### src/rtl/lbp_pkg.sv
// Shared definitions for the local-history branch predictor pattern table:
// default geometry, 2-bit saturating counter encoding and its update rule.
package lbp_pkg;

   localparam int unsigned HIST_BITS_DEF = 10;
   localparam int unsigned QDEPTH_DEF    = 4;

   typedef enum logic [1:0] {
      SN = 2'b00,
      WN = 2'b01,
      WT = 2'b10,
      ST = 2'b11
   } ctr_e;

   localparam ctr_e CTR_RESET = WN;

   // Saturating step: taken moves toward ST, not-taken toward SN, no wrap.
   function automatic ctr_e ctr_next(input ctr_e c, input logic taken);
      ctr_next = c;
      case (c)
         SN: ctr_next = taken ? WN : SN;
         WN: ctr_next = taken ? WT : SN;
         WT: ctr_next = taken ? ST : WN;
         ST: ctr_next = taken ? ST : WT;
      endcase
   endfunction

endpackage

### src/rtl/lbp_hist_fifo.sv
// In-flight history queue: holds the table index of every accepted lookup
// until its branch resolves. Flush empties the queue and takes priority
// over a push in the same cycle. Full/empty are registered from the
// next-state occupancy so they line up with the count register.
module lbp_hist_fifo
   import lbp_pkg::*;
#(
   parameter int unsigned W     = HIST_BITS_DEF,
   parameter int unsigned DEPTH = QDEPTH_DEF
) (
   input  logic         clk_i,
   input  logic         rst_i,
   input  logic         push_i,
   input  logic         pop_i,
   input  logic         flush_i,
   input  logic [W-1:0] data_i,
   output logic [W-1:0] data_o,
   output logic         full_o,
   output logic         empty_o
);

   localparam int unsigned PW = (DEPTH > 1) ? $clog2(DEPTH) : 1;
   localparam int unsigned CW = $clog2(DEPTH + 1);

   logic [W-1:0]  mem_q [DEPTH];
   logic [PW-1:0] rd_ptr_q, rd_ptr_d;
   logic [PW-1:0] wr_ptr_q, wr_ptr_d;
   logic [CW-1:0] count_q, count_d;
   logic          full_q, empty_q;

   function automatic logic [PW-1:0] wrap_inc(input logic [PW-1:0] p);
      return (p == PW'(DEPTH - 1)) ? '0 : p + 1'b1;
   endfunction

   // Next pointers and occupancy; flush resets everything to the empty state.
   always_comb begin
      rd_ptr_d = rd_ptr_q;
      wr_ptr_d = wr_ptr_q;
      count_d  = count_q;
      if (flush_i) begin
         rd_ptr_d = '0;
         wr_ptr_d = '0;
         count_d  = '0;
      end else begin
         if (push_i) wr_ptr_d = wrap_inc(wr_ptr_q);
         if (pop_i)  rd_ptr_d = wrap_inc(rd_ptr_q);
         case ({push_i, pop_i})
            2'b10:   count_d = count_q + 1'b1;
            2'b01:   count_d = count_q - 1'b1;
            default: count_d = count_q;
         endcase
      end
   end

   // Pointer, count and status registers.
   always_ff @(posedge clk_i) begin
      if (rst_i) begin
         rd_ptr_q <= '0;
         wr_ptr_q <= '0;
         count_q  <= '0;
         full_q   <= 1'b0;
         empty_q  <= 1'b1;
      end else begin
         rd_ptr_q <= rd_ptr_d;
         wr_ptr_q <= wr_ptr_d;
         count_q  <= count_d;
         full_q   <= (count_d == CW'(DEPTH));
         empty_q  <= (count_d == '0);
      end
   end

   // Storage write; contents need no reset since occupancy gates every read.
   always_ff @(posedge clk_i) begin
      if (push_i && !flush_i) mem_q[wr_ptr_q] <= data_i;
   end

   assign data_o  = mem_q[rd_ptr_q];
   assign full_o  = full_q;
   assign empty_o = empty_q;

endmodule

### src/rtl/lbp_pht.sv
// Local-history pattern history table: 2^HIST_BITS two-bit saturating
// counters indexed by branch local history. Lookups produce a registered
// prediction and queue their index; resolutions update the counter of the
// oldest queued index.
// Optional build macro LBP_PHT_BYPASS_EN: a lookup that hits the index being
// updated in the same cycle sees the post-update counter instead of the
// pre-update one.
module lbp_pht
   import lbp_pkg::*;
#(
   parameter int unsigned HIST_BITS = HIST_BITS_DEF,
   parameter int unsigned QDEPTH    = QDEPTH_DEF
) (
   input  logic                 CLK,
   input  logic                 RESET,
   input  logic                 Lookup_Valid,
   input  logic [HIST_BITS-1:0] Lookup_History,
   input  logic                 Resolve_Valid,
   input  logic                 Resolve_Taken,
   input  logic                 Flush,
   output logic                 pred,
   output logic                 pred_valid,
   output logic                 Queue_Full,
   output logic                 Queue_Empty
);

   localparam int unsigned DEPTH = 1 << HIST_BITS;

   ctr_e                 table_q [DEPTH];
   logic [HIST_BITS-1:0] head_hist;
   logic                 fifo_full, fifo_empty;
   logic                 pop, accept;
   ctr_e                 head_ctr, upd_ctr, look_ctr;
   logic                 pred_q, pred_d;
   logic                 pred_valid_q, pred_valid_d;

   // A resolve with nothing in flight is ignored; a pop frees a slot for a
   // same-cycle lookup even when the queue is full.
   assign pop    = Resolve_Valid && !fifo_empty;
   assign accept = Lookup_Valid && !Flush && (!fifo_full || pop);

   lbp_hist_fifo #(
      .W     (HIST_BITS),
      .DEPTH (QDEPTH)
   ) u_fifo (
      .clk_i   (CLK),
      .rst_i   (RESET),
      .push_i  (accept),
      .pop_i   (pop),
      .flush_i (Flush),
      .data_i  (Lookup_History),
      .data_o  (head_hist),
      .full_o  (fifo_full),
      .empty_o (fifo_empty)
   );

   // Counter update value and lookup result; prediction holds when no lookup is accepted.
   always_comb begin
      head_ctr     = table_q[head_hist];
      upd_ctr      = ctr_next(head_ctr, Resolve_Taken);
      look_ctr     = table_q[Lookup_History];
`ifdef LBP_PHT_BYPASS_EN
      if (pop && (head_hist == Lookup_History)) look_ctr = upd_ctr;
`endif
      pred_d       = pred_q;
      pred_valid_d = accept;
      if (accept) pred_d = look_ctr[1];
   end

   // Counter table: reset to weakly not-taken, one update per pop (also in a flush cycle).
   always_ff @(posedge CLK) begin
      if (RESET) begin
         for (int unsigned i = 0; i < DEPTH; i++) table_q[i] <= CTR_RESET;
      end else if (pop) begin
         table_q[head_hist] <= upd_ctr;
      end
   end

   // Registered prediction outputs.
   always_ff @(posedge CLK) begin
      if (RESET) begin
         pred_q       <= 1'b0;
         pred_valid_q <= 1'b0;
      end else begin
         pred_q       <= pred_d;
         pred_valid_q <= pred_valid_d;
      end
   end

   assign pred        = pred_q;
   assign pred_valid  = pred_valid_q;
   assign Queue_Full  = fifo_full;
   assign Queue_Empty = fifo_empty;

endmodule

### config.mk
export PLATFORM = sky130hd
export DESIGN_NAME = lbp_pht
export DESIGN_NICKNAME = d
export VERILOG_FILES = /design/src/rtl/lbp_pkg.sv /design/src/rtl/lbp_hist_fifo.sv /design/src/rtl/lbp_pht.sv
export SDC_FILE = /design/constraint.sdc
export NUM_CORES = 2
export LEC_CHECK = 0
export BUFFER_PORTS_ARGS = -buffer_cell sky130_fd_sc_hd__buf_2
export CORE_MARGIN = 2
export CORE_UTILIZATION = 47
export DETAILED_ROUTE_END_ITERATION = 8
export PLACE_DENSITY = 0.62
export SLEW_MARGIN = 20
export SYNTH_ARGS = -nofsm -noshare
export SYNTH_HDL_FRONTEND = slang
export SYNTH_HIERARCHICAL = 1
export SYNTH_SLANG_ARGS = --single-unit
### constraint.sdc
create_clock -name CLK -period 7.14 [get_ports CLK]
set_input_delay 0.357 -clock CLK [delete_from_list [all_inputs] [get_ports CLK]]
set_output_delay 0.357 -clock CLK [all_outputs]
set_load 0.05 [all_outputs]
# ---- Word level (Yosys, flattened, before mapping)
# Memories as Yosys holds them, arrays and structs flattened. A register that Yosys moved wholly into a read port is not among the register bits.
# Index checks and enable logic that the tools add are counted.
dict set report word_totals {
  word_cells 53
  output_inout_bits 4
  n_memories 2
  ram_bits 2088
  inputBits 16
  register_bits 10
}
# name depth word_bits rd rd_ports_with_merged_regs write_ports line_no
set memory_table {}
lappend memory_table {table_q 1024 2 2 1 1024 lbp_pht.sv:29} ;# ctr_e table_q [DEPTH];
lappend memory_table {u_fifo.mem_q 4 10 1 1 1 lbp_hist_fifo.sv:25} ;# logic [W-1:0] mem_q [DEPTH];
dict set report classes {
  mux 21
  n_eq_ne 8
  n_reduce_logical 12
  add_sub_neg 4
}
# cell count
set ops {}
lappend ops {{two-way mux 2 bit} 7}
lappend ops {{equality test 2 bit (second input constant)} 5}
lappend ops {{two-way mux 1 bit} 10}
lappend ops {{two-way mux 10 bit} 1}
lappend ops {{one-hot mux 2 bit (4 select lines)} 1}
lappend ops {{one-hot mux 3 bit (2 select lines)} 1}
lappend ops {{adder 2 x 1 -> 2 bit (second input constant)} 2}
lappend ops {{equality test 2 x 1 -> 1 bit (second input constant)} 2}
lappend ops {{logical AND 1 bit} 4}
lappend ops {{OR reduction 2 bit} 2}
lappend ops {{adder 3 x 1 -> 3 bit (second input constant)} 1}
lappend ops {{equality test 3 bit (second input constant)} 1}
lappend ops {{zero test 1 bit} 3}
lappend ops {{zero test 3 bit} 1}
lappend ops {{two-way mux 3 bit} 1}
lappend ops {{subtractor 3 x 1 -> 3 bit (second input constant)} 1}
lappend ops {{zero test 2 bit} 1}
lappend ops {{logical OR 1 bit} 1}

# ---- Longest topological paths before layout
dict set report depth {
  ltp_word 8
  ltp_mapped 21
  depth_no_buf 10
}

# ---- By module
# The synthesis kept the hierarchy.
# mod cells_each area_each_um2 instances seq_area_each_um2
set by_module_without_submodules {}
lappend by_module_without_submodules {lbp_pht 8739 111019.0 1 61539.0}
lappend by_module_without_submodules {lbp_hist_fifo 105 1968.1 1 1421.4}

# ---- Worst setup path after synthesis
# OpenSTA, ideal clock, no wires.
dict set report synth_path {
  path_kind {reg2reg}
  start {register with a tool-made name}
  end {memory table_q[853][1] in the netlist's numbering (data pin)}
  required_time_ns 6.866
  arrival_ns 4.092
  n_path_buf 8
  path_stages_with_launch 18
  synth_period_minus_slack_ns 4.365
  setup_time_ns 0.274
  path_slack_ns 2.775
  cell_sequence {dfxtp_1 -> buf_2 -> mux4_2 -> buf_6 -> buf_6 -> buf_4 -> mux4_2 -> a211oi_1 -> nand4_1 -> a2111oi_0 -> nor4b_1 -> nor4_2 -> maj3_2 -> buf_2 -> buf_6 -> buf_6 -> buf_4 -> nor3_2}
}
# element line_no
set synth_lines {}
lappend synth_lines {{end: declaration} lbp_pht.sv:29}

==> key figures <==
Worst setup path
  • R2r setup slk: approximately 0.81 ps
  • Startpoint Class: flip-flop
  • Worst EP required: 7730 ps
  • Worst setup EP type: flip-flop
  • Crit-path max FO: 85
  • CP arrival: ~7700 ps
  • CP Class: reg2reg

Final layout
  • Area Growth Syn to Fin: 9.51%
  • Layout Nets: roughly 8.3k
  • Multi-input logic area: 0.0448 mm²
  • Reg area: approximately 0.063 mm²
  • Most frequent cells in the layout: edfxtp_1 (2088), mux2i_1 (909), nor3_1 (897), a21o_1 (889), nand3_1 (857)
  • Commonest non-fill, non-tap cell in the layout: edfxtp_1
  • FILL cells: about 20k
  • Final instance area: ~0.12 mm²
  • Fraction of layout cells with a size suffix above 1: 18.6%

Place
  • Post-DP Area: between 0.1 and 0.15 mm²
  • HPWL after DPL: between 200 and 300 mm
  • RD Place Congestion: between 0.9 and 1
  • Number of I/O port buffers: 19

Pwr
  • P_leak: 41.1 nW
  • VDD IR max: between 0.0002 and 0.0003 V
  • PD cells: about 230 mW/mm²

Min path
  • Hold Crit Start: Lookup_History[0]
  • Worst Hold Class: in2reg

Clock network
  • Num CTS Buffers: 222
  • Clk slew on worst S/H paths: about 60 ps
  • Setup Buffers After CTS: 0
  • Root Buffer: clkbuf_16
  • H-tree depth: 4
  • Post-CTS sizing: 0
  • CTS tree: done
  • Clock Tree Buf Depth: 3
  • Skew-Pair Late Insertion Delay: 940 ps
  • TritonCTS sink count: about 2.1k

Die
  • DIE AREA: between 0.2 and 0.25 mm²
  • Initial Util: about 47%
  • Row Count: 179
  • I/O Pins: 20
  • Die Y: between 400 and 500 µm
  • Core Area: 0.239 mm²
  • Die X: 494 µm

Route
  • Via/cell ratio: 7.51
  • Drt drc: 0
  • Drt wl/cell: 40.2 µm
  • First-pass DRT Iterations: 8
  • Routed via count: just under 90k
  • Total wire length: around 470 mm
  • First DRT Iteration DRCs: roughly 16k
  • Routed Antenna Nets: 0

Global route
  • First-pass GRT wire length: roughly 640 mm
  • Largest net degree at the start of global routing: 188
  • Number of global-route vias before repair: a little over 80k
  • GRT Total Usage: between 30% and 40%
  • GRT overflow: 0
  • Initial antenna violation count: 25

STA
  • Endpoints failing setup: 0
  • RSZ-0062 raised after global routing: no
  • Final Skew: between 60 and 70 ps
  • Final Hold Fails: 0
  • Least-Margin Pin Slew: 1290 ps
  • F_max: around 140 MHz
  • Post-layout min period: 7140 ps
  • TNS Setup: 0 ps
  • Final Max Slew Viols: 0
  • Slew margin rel.: 13.6%
  • Final Cycle Share: 100%

Logic synthesis
  • Syn Area/Cell: roughly 13 µm²
  • Post-synth EDFFs: 2088
  • Syn_nets: 8867
  • Post-Synthesis Cells: 8844
  • Seq/Total Area, Yosys: 55.7%
  • Post-synth ARST share: 0%
  • Post-synth top flop: edfxtp_1
  • Yosys warns: 6
  • Synthesized cell area: around 0.11 mm²
  • Number of distinct library cells after synthesis: 76
  • #FFs+latches synth: 2101

Outcome
  • Status: finished clean

Run
  • Total of max-cap violations: 0
## kinds of logic after synthesis
logic type / synth area share, %
compound gates: 9.70
xor+xnor: 0.0155
fa+ha+maj: 0.104
buf+inv: 5.44
flops: 55.7
mux: 16.2
simple gates: 12.8
## per-layer routing
layer,wire length (µm),track usage (%),vias to the layer above
met4,37800,25.1,24
met3,73400,12.5,1768
met5,382,0.665,-
li1,-,-,33400
met1,162000,49.4,44000
met2,194000,52.1,8098
## cell usage after synthesis, types with 7 or more instances
cell       instances  area [µm²]
nor4_1            92         576
o22ai_1          418        2620
nor3_2           132        1320
or4_1              9        67.6
nand4_1           76         475
a31oi_1           14        87.6
a21o_1           889        6670
o21ai_0           24         120
a21oi_1           13        65.1
mux2i_1          909        9100
nand3_2          119        1190
a22oi_1           10        75.1
nand2b_1          13        81.3
nor2b_1           17         106
mux4_2           407        9170
nand2_1          151         567
a211oi_1           9        67.6
nor3_1           902        4510
clkbuf_1         768        2880
buf_2            250        1250
nor2_1           161         604
o2111ai_1          8        70.1
buf_4             72         541
o22a_1             7        61.3
or2_2             16         100
nand3_1          865        4330
dfxtp_1           13         260
edfxtp_1        2088       62700
buf_1             49         184
buf_6            111        1250
o21bai_1         119         893
and2_1            10        62.6
## final timing paths
path	endpoint	cells past startpoint
worst max-delay path	table_q[900][0]	13
worst min-delay path	u_fifo/mem_q[0][0]	1
worst max register to register	table_q[900][0]	13
worst min register to register	u_fifo/count_q[2]	2
## final cells by class
class / count / area share (%)
timing repair buffer: 437 / 3.81
clock buffer: 262 / 4.72
tap: 3167 / 3.20
antenna: 16 / 0.0324
inverter: 8 / 0.0243
clock inverter: 150 / 1.13
multi-input combinational: 5483 / 36.2
sequential: 2101 / 50.9
## what timing repair did
| action | CTS | global route |
|---|---|---|
| endpoints found under the hold margin | 24 | 0 |
| endpoints found under the setup margin | 0 | 0 |
| hold buffers | 6 | 0 |
## critical path, stage by stage, from the launching register on
cell and delay (ps):
dfxtp_1 490, mux4_4 950, or4b_4 1060, o22ai_1 240, nor4_1 760, a21oi_1 260
a2111oi_0 1010, nor4b_1 130, nor4_2 390, buf_4 200, maj3_4 220, buf_12 440
buf_12 370, nand3_1 130
## flip-flops by register name, indices dropped and copies added (netlist names), named ones only
| name | cells |
|---|---|
| pred | 1 |
| u_fifo/wr_ptr_q | 2 |
| table_q | 2048 |
| u_fifo/mem_q | 40 |
| u_fifo/rd_ptr_q | 2 |
| pred_valid | 1 |
| u_fifo/full_o | 1 |
| u_fifo/empty_o | 1 |
| u_fifo/count_q | 3 |
## power by group
part	leakage (nW)	switching, mW	internal (mW)	total (mW)
clock	3.53	5.20	6.65	11.8
sequential	18.0	0.128	13.7	13.9
combinational	19.6	2.04	0.929	2.97
total	41.1	7.37	21.3	28.7
## metrics by stage
stage	setup slack [ps]	hold slack, ps	total power [mW]	cells	util (%)
2_1_floorplan	2770	456	16.0	8844	-
3_3_place_gp	291	506	16.9	11200	48.8
3_5_place_dp	350	546	17.0	11200	48.8
4_1_cts	336	0.638	28.5	11600	51.8
5_1_grt	143	23.9	29.1	11600	51.9
6_report	0.806	8.50	28.7	11600	51.9
Note: power is estimated with default switching activity, not from simulation.
